`config.mk`:
```
export PLATFORM = sky130hd
export DESIGN_NAME = rom_streamer
export DESIGN_NICKNAME = d
export VERILOG_FILES = /design/src/rtl/rom_streamer.sv
export SDC_FILE = /design/constraint.sdc
export NUM_CORES = 1
export LEC_CHECK = 0
export CAP_MARGIN = 5
export CORE_ASPECT_RATIO = 0.9
export CORE_MARGIN = 5
export CORE_UTILIZATION = 36
export CTS_CLUSTER_SIZE = 40
export DETAILED_ROUTE_END_ITERATION = 8
export PLACE_DENSITY = 0.76
export SLEW_MARGIN = 20
export SYNTH_ARGS = -nofsm -noshare
export SYNTH_HDL_FRONTEND = slang
export SYNTH_SLANG_ARGS = --single-unit
```
`constraint.sdc`:
```
create_clock -name clk -period 1.5 [get_ports clk]
set_input_delay 0.15 -clock clk [delete_from_list [all_inputs] [get_ports clk]]
set_output_delay 0.15 -clock clk [all_outputs]
set_load 0.05 [all_outputs]
```
`src/rtl/rom_streamer.sv`:
```
// rom_streamer: walks a synchronous ROM from address 0 and hands each word to a
// UART transmitter over a valid/ready handshake, one byte per FETCH/EVAL/SEND pass.
// Latency: first tx_valid two cycles after start is sampled. Stalls indefinitely while tx_ready=0.
//
// Ports:
//   clk, rst_n            - clock, asynchronous active-low reset
//   start                 - level request, only looked at in IDLE
//   rom_addr / rom_data   - registered address out, read data back one clock later
//   tx_data/tx_valid/tx_ready - byte handshake towards the transmitter
//   busy                  - state is not IDLE
//   done                  - single-cycle pulse at the end of a stream
//
// Build option: define ROM_STREAMER_TERM_EN to stop the stream at the first
// TERM_BYTE word (that word is never sent). Without it every word is sent.
module rom_streamer #(
  parameter int                    ADDR_WIDTH = 5,
  parameter int                    DATA_WIDTH = 8,
  parameter logic [DATA_WIDTH-1:0] TERM_BYTE  = 8'h00
) (
  input  logic                  clk,
  input  logic                  rst_n,
  input  logic                  start,
  output logic [ADDR_WIDTH-1:0] rom_addr,
  input  logic [DATA_WIDTH-1:0] rom_data,
  output logic [DATA_WIDTH-1:0] tx_data,
  output logic                  tx_valid,
  input  logic                  tx_ready,
  output logic                  busy,
  output logic                  done
);

`ifdef ROM_STREAMER_TERM_EN
  localparam bit TERM_EN = 1'b1;
`else
  localparam bit TERM_EN = 1'b0;
`endif

  localparam logic [ADDR_WIDTH-1:0] LAST_ADDR = '1;

  typedef enum logic [2:0] {
    IDLE  = 3'd0,
    FETCH = 3'd1,
    EVAL  = 3'd2,
    SEND  = 3'd3,
    DONE  = 3'd4
  } state_t;

  state_t                  state, state_nxt;
  logic [ADDR_WIDTH-1:0]   addr_nxt;
  logic [DATA_WIDTH-1:0]   txd_nxt;
  logic                    txv_nxt;
  logic                    term_hit;

  // Folds to constant 0 when the terminator feature is compiled out.
  assign term_hit = TERM_EN && (rom_data == TERM_BYTE);

  always_ff @(posedge clk or negedge rst_n) begin
    if (!rst_n) begin
      state    <= IDLE;
      rom_addr <= '0;
      tx_data  <= '0;
      tx_valid <= 1'b0;
    end else begin
      state    <= state_nxt;
      rom_addr <= addr_nxt;
      tx_data  <= txd_nxt;
      tx_valid <= txv_nxt;
    end
  end

  always_comb begin
    state_nxt = state;
    addr_nxt  = rom_addr;
    txd_nxt   = tx_data;
    txv_nxt   = tx_valid;
    case (state)
      IDLE: begin
        if (start) begin
          state_nxt = FETCH;
          addr_nxt  = '0;
        end
      end
      // rom_addr is presented here; the ROM answers during EVAL.
      FETCH: state_nxt = EVAL;
      EVAL: begin
        if (term_hit) begin
          state_nxt = DONE;
        end else begin
          txd_nxt   = rom_data;
          txv_nxt   = 1'b1;
          state_nxt = SEND;
        end
      end
      SEND: begin
        if (tx_ready) begin
          txv_nxt = 1'b0;
          // Stop at the last word rather than letting the address wrap.
          if (rom_addr == LAST_ADDR) begin
            state_nxt = DONE;
          end else begin
            addr_nxt  = rom_addr + 1'b1;
            state_nxt = FETCH;
          end
        end
      end
      DONE: begin
        addr_nxt  = '0;
        state_nxt = IDLE;
      end
      default: begin
        state_nxt = IDLE;
        addr_nxt  = '0;
        txv_nxt   = 1'b0;
      end
    endcase
  end

  assign busy = (state != IDLE);
  assign done = (state == DONE);

endmodule

```
==> metrics.csv, run 1 <==
metric,value,unit
YS warnings,0,
hpwl dp,1.34,mm
CTS Root Cell,clkbuf_4,
post-synth top area cell,dfrtp_1,
critical path capture point type,register,
"slowest stage delay, CP",0.39,ns
mean cell area of the mapped netlist,11.9,µm²
failing checks,negative setup slack,
clk_skew,0.00545,ns
WL/cell,13.7,µm
Startpoint Class,register,
type of the worst setup path,reg -> reg,
pin count of the biggest net entering global routing,18,
status,"complete, but fails checks",
diode count,0,
R2R Setup Slk,-0.09,ns
"Hold-fix buffers, CTS",0,
Lkg Pwr,0.556,nW
Final nets,119,
Vias,640,
clock-pin slew on the worst setup and hold paths,0.10,ns
critical path required time,1.71,ns
die area,0.00321,mm²
Tot Pwr,2.80,mW
final WL,1.80,mm
post-route antenna net violation count,0,
Mapped Cells,66,
post-route cell area,0.00123,mm²
IO Pins,28,
Slew Limit Headroom,0.809,
Worst-Margin Slew,0.285,ns
"most used cell, CP",ha_4,
highest-count cells in the layout ignoring fill and taps,"23 x buf_4, 11 x clkdlybuf4s50_1, 10 x dfrtp_1",
RSZ-0062 raised after global routing,yes,
cell breakdown of the critical path,ha_4 -> and3_4 -> ha_4 -> and4b_1 -> a211o_4 -> a31oi_4,
Die H,54.3,µm
Die Wd,59.2,µm
Yosys top cell area share,0.542,
Pins Over Slew Limit,0,
drt first pass iters,4,
TritonCTS Sinks,17,
total grt overflow,0,
P&R area growth vs syn,57.3,%
row count,16,
Pwr per Cell Area,2270,mW/mm²
Placed Area,0.00116,mm²
clk_lat worst skew,0.29,ns
Crit-path slowest cell,dfrtp_2,
Starting Density,0.370,
"top cells by area, synth","dfrtp_1 54%, mux2_2 11%, mux2i_1 3.8%, a31oi_1 3.2%, and3_1 3.2%",
initial antenna violation count,0,
smallest hold slack,0.176,ns
Tot GR Track Use,0.119,
Max Fclk,629,MHz
Core Area,0.00212,mm²
vias per inst,4.89,
total of max-cap violations,0,
Worst Hold Class,in -> async,
TritonCTS clock tree,yes,
final-report hold violation count,0,
sequential cell area fraction in the yosys report,0.542,
synthesized cell area,785,µm²
Final WS setup,-0.0901,ns
period utilization,1.06,
final cell count without fillers,131,
Residual DRC,0,
maximum VDD drop,0.00126,V
first-pass GRT wire length,2.86,mm
Tmin final,1.59,ns
layout cells sized above 1,0.519,
synth unique cells,23,
syn nets,80,
H-tree depth,1,
"FF+latch count, synth",17,
clock tree buffer depth,2,
total CTS buffers,3,
# port buffers,27,
vias in the first global route,633,
"commonest non-fill, non-tap cell in the layout",buf_4,
Util after Layout,0.581,
DP Cell Count,126,
final-report setup violation count,5,
Worst Path Max Fanout,5,
initial DRC count,11,
Placer Congestion,0.801,
critical path data arrival time,1.80,ns
[report_power, final]
group	switching [mW]	internal (mW)	total, mW
combinational	1.05	0.673	1.72
clock	0.140	0.0991	0.240
sequential	0.164	0.670	0.834
[Yosys cell counts]
| cell type | instances |
|---|---|
| nor2_1 | 1 |
| nand3_1 | 2 |
| nor3b_4 | 1 |
| and3_1 | 4 |
| inv_1 | 4 |
| a211o_1 | 1 |
| o21ai_1 | 1 |
| nand2b_1 | 2 |
| nand2_1 | 6 |
| nor2_2 | 1 |
| a31oi_1 | 4 |
| o21ai_0 | 1 |
| mux2_2 | 8 |
| mux2i_1 | 3 |
| dfrtp_1 | 17 |
| a21oi_1 | 1 |
| and4b_1 | 1 |
| o21bai_1 | 1 |
| clkbuf_1 | 1 |
| buf_6 | 1 |
| nor3_1 | 2 |
| and3b_1 | 1 |
| ha_1 | 2 |
[cell families (layout without fill, tap and decap cells)]
group / count (synthesis) / count (layout) / synth area share
flip-flops: 17 / 17 / 0.542
AND/OR/NAND/NOR: 21 / 21 / 0.163
multiplexers: 11 / 11 / 0.153
buffers and inverters: 6 / 44 / 0.0383
AO/OA/AOI/OAI: 9 / 9 / 0.0718
adder cells (fa/ha/maj): 2 / 2 / 0.0319
[metal layers]
metal,global-route usage,wire length (µm)
met4,0.0453,0
met5,0,0
met2,0.205,928
met3,0.0401,99
met1,0.135,767
[sequential cells by signal, indices dropped and copies added (netlist names)]
| signal | flops |
|---|---|
| rom_addr | 5 |
| tx_data | 8 |
| tx_valid | 1 |
| state | 3 |
[critical path, delay by kind of cell (launching register included)]
kind / cells / cell delay (ns)
flops: 1 / 0.39
fa+ha+maj: 2 / 0.25
compound gates: 2 / 0.51
simple gates: 2 / 0.36
[repair_timing]
item	in CTS	in global routing
pin swaps	6	3
hold endpoints to repair	0	0
setup buffers	1	0
setup endpoints to repair	6	7
resized for setup	1	8
[metrics by stage]
stage	TNS (ns)	setup slack, ns
2_1_floorplan	-1.17	-0.246
4_1_cts	-0.530	-0.125
6_report	-0.316	-0.0901
5_1_grt	-0.567	-0.147
3_5_place_dp	-0.465	-0.115
3_3_place_gp	-0.373	-0.0964
[final cells by class]
type / instances / area [µm²]
Fill cell: 208 / 888
Sequential cell: 17 / 434
Multi-Input combinational cell: 43 / 400
Timing Repair Buffer: 36 / 323
Tap cell: 27 / 33.8
Clock buffer: 3 / 22.5
Inverter: 4 / 15.0
Clock inverter: 1 / 5.00
[worst paths after layout]
path / startpoint / to / depth (start not counted)
hold reg to reg: tx_data[4] / tx_data[4] / 1
hold / removal: rst_n / tx_valid / 2
setup reg to reg: rom_addr[0] / rom_addr[2] / 6
min in group clk: rom_data[7] / tx_data[7] / 2
setup / recovery: rom_addr[0] / rom_addr[2] / 6
max in group asynchronous: rst_n / rom_addr[1] / 2
Note: power is estimated with default switching activity, not from simulation.
==> inputs of run 2 (changes only) <==
CTS_CLUSTER_DIAMETER = 120   (was not set)
==> results of run 2 <==
Final layout, timing and power as in run 1 (identical DEF).
==> inputs of run 3 (changes only) <==
CORE_ASPECT_RATIO = 1.4   (was 0.9)
GPL_TIMING_DRIVEN = 0   (was not set)
==> run 3 against run 2 <==
The flow still finishes with violations (negative setup slack). Die area rose by 0.38%. Clock-buffer cell count rose by 1. Final area is 6.9% lower. Via count fell by 2.7%. Hold slack better by 0.13 ns. Combinational power is 12% lower. Core utilization shrank 4.1 points. Flip-flop and latch count unchanged.
==> metrics.csv, run 3 (same netlist as run 1, synthesis figures left out) <==
metric,value,unit
total of max-cap violations,0,
highest-count cells in the layout ignoring fill and taps,"12 x dlygate4sd2_1, 11 x clkdlybuf4s50_1, 11 x dfrtp_1",
failing checks,negative setup slack,
Placer Congestion,0.719,
Die H,65.2,µm
type of the worst setup path,reg -> reg,
Max Fclk,629,MHz
R2R Setup Slk,-0.09,ns
Clk pwr share,0.097,
Final WS setup,-0.0900,ns
clk_skew,0.00237,ns
P&R area growth vs syn,46.4,%
row count,20,
final WL,1.71,mm
status,"complete, but fails checks",
critical path data arrival time,1.77,ns
WL/cell,14.1,µm
drt first pass iters,4,
Core Area,0.00213,mm²
final-report hold violation count,0,
period utilization,1.06,
vias in the first global route,720,
total CTS buffers,3,
Worst Hold Class,in -> async,
crit path capture,rom_addr[4],
Lkg Pwr,0.518,nW
Tot GR Track Use,0.121,
"Hold-fix buffers, CTS",0,
pre-CTS WS,-0.344,ns
clock tree buffer depth,2,
TritonCTS clock tree,yes,
initial DRC count,15,
total grt overflow,0,
Gate power share,0.588,
Pins Over Slew Limit,0,
share of power burned in registers,0.315,
clk_lat worst skew,0.29,ns
Pwr per Cell Area,2240,mW/mm²
Worst Path Max Fanout,5,
final cell count without fillers,121,
pin count of the biggest net entering global routing,18,
Worst-Margin Slew,0.771,ns
Startpoint Class,register,
CTS Root Cell,clkbuf_4,
Residual DRC,0,
max reg flops,8,
Tmin final,1.59,ns
Starting Density,0.369,
IO Pins,28,
sw power,1.28,mW
Vias,623,
FF-to-FF End,rom_addr[4],
H-tree depth,1,
first-pass GRT wire length,3.10,mm
Final nets,114,
Slew Limit Headroom,0.484,
die area,0.00323,mm²
"commonest non-fill, non-tap cell in the layout",dlygate4sd2_1,
Reg with most FFs,tx_data,
final-report setup violation count,5,
R2R cell count,6,
critical path capture point type,register,
DP Cell Count,115,
layout cells sized above 1,0.333,
critical path required time,1.68,ns
biggest regs,"tx_data (8), rom_addr (5), state (3)",
clock-pin slew on the worst setup and hold paths,0.10,ns
Crit. Startpoint,rom_addr[0],
initial antenna violation count,0,
vias per inst,5.15,
TritonCTS Sinks,17,
TNS Setup,-0.381,ns
hpwl dp,1.25,mm
sw frac,0.496,
r2r startpoint,rom_addr[0],
Int Pwr,1.30,mW
# port buffers,27,
maximum VDD drop,0.00120,V
RSZ-0062 raised after global routing,yes,
Die Wd,49.5,µm
post-route antenna net violation count,0,
diode count,0,
==> run 3: cell count changes in the layout (fill, tap and decap cells not counted), moves of 2 or more <==
cell and change:
clkbuf_2 +2, buf_4 -20, buf_12 -2, dlygate4sd2_1 +12
==> run 3: layout make-up <==
cell class              count  area, µm²
inverters                   4       15.0
fillers                   177        978
plain buffers               1       11.3
well taps                  22       27.5
repair buffers             30        260
clock buffers               4       26.3
flip-flops and latches     17        433
multi-input cells          43        375
==> run 3: worst max-delay path, cell delays in order (launching register included) <==
cell	delay (ns)
dfrtp_2	0.41
ha_4	0.14
and3_4	0.19
ha_4	0.12
and4b_1	0.20
a211o_4	0.30
mux2i_1	0.12
==> run 3: timing repair <==
action,in CTS,in global routing
buffers inserted,3,0
endpoints found under the hold margin,0,0
setup endpoints to repair,29,7
gates resized for setup,27,6
pin swaps,5,2
==> run 3: metal layers <==
layer	GRT usage	vias to the layer above	routed length, µm
met5	0	-	0
met4	0.0656	0	24
met3	0.0363	4	95
met2	0.216	17	873
met1	0.123	301	716
li1	-	301	-
==> run 3: worst min path at each step <==
| stage | endpoint | slack [ns] | depth (start not counted) |
|---|---|---|---|
| 5_1_grt | tx_data[1] | 0.36 | 1 |
| 2_1_floorplan | rom_addr[0] | -0.15 | 0 |
| 3_5_place_dp | rom_addr[3] | 0.49 | 1 |
| 6_report | tx_data[1] | 0.30 | 1 |
| 4_1_cts | tx_data[1] | 0.34 | 1 |
| 3_3_place_gp | rom_addr[3] | 0.48 | 1 |
==> run 3: power by group through the flow <==
stage	Clock [mW]	Sequential (mW)	Combinational (mW)
after CTS	0.254	0.814	1.54
after detailed placement	0	0.834	1.61
after floorplan	0	1.43	0.496
after global placement	0	0.824	1.59
final	0.249	0.812	1.52
after global routing	0.278	0.845	1.63
==> run 3: stage by stage <==
step | util | instance area, µm² | hold WS, ns | power [mW]
3_5_place_dp | 0.528 | 1120 | 0.485 | 2.45
3_3_place_gp | 0.528 | 1120 | 0.482 | 2.41
2_1_floorplan | - | 825 | -0.146 | 1.93
4_1_cts | 0.541 | 1150 | 0.337 | 2.61
6_report | 0.540 | 1150 | 0.302 | 2.58
5_1_grt | 0.540 | 1150 | 0.358 | 2.75
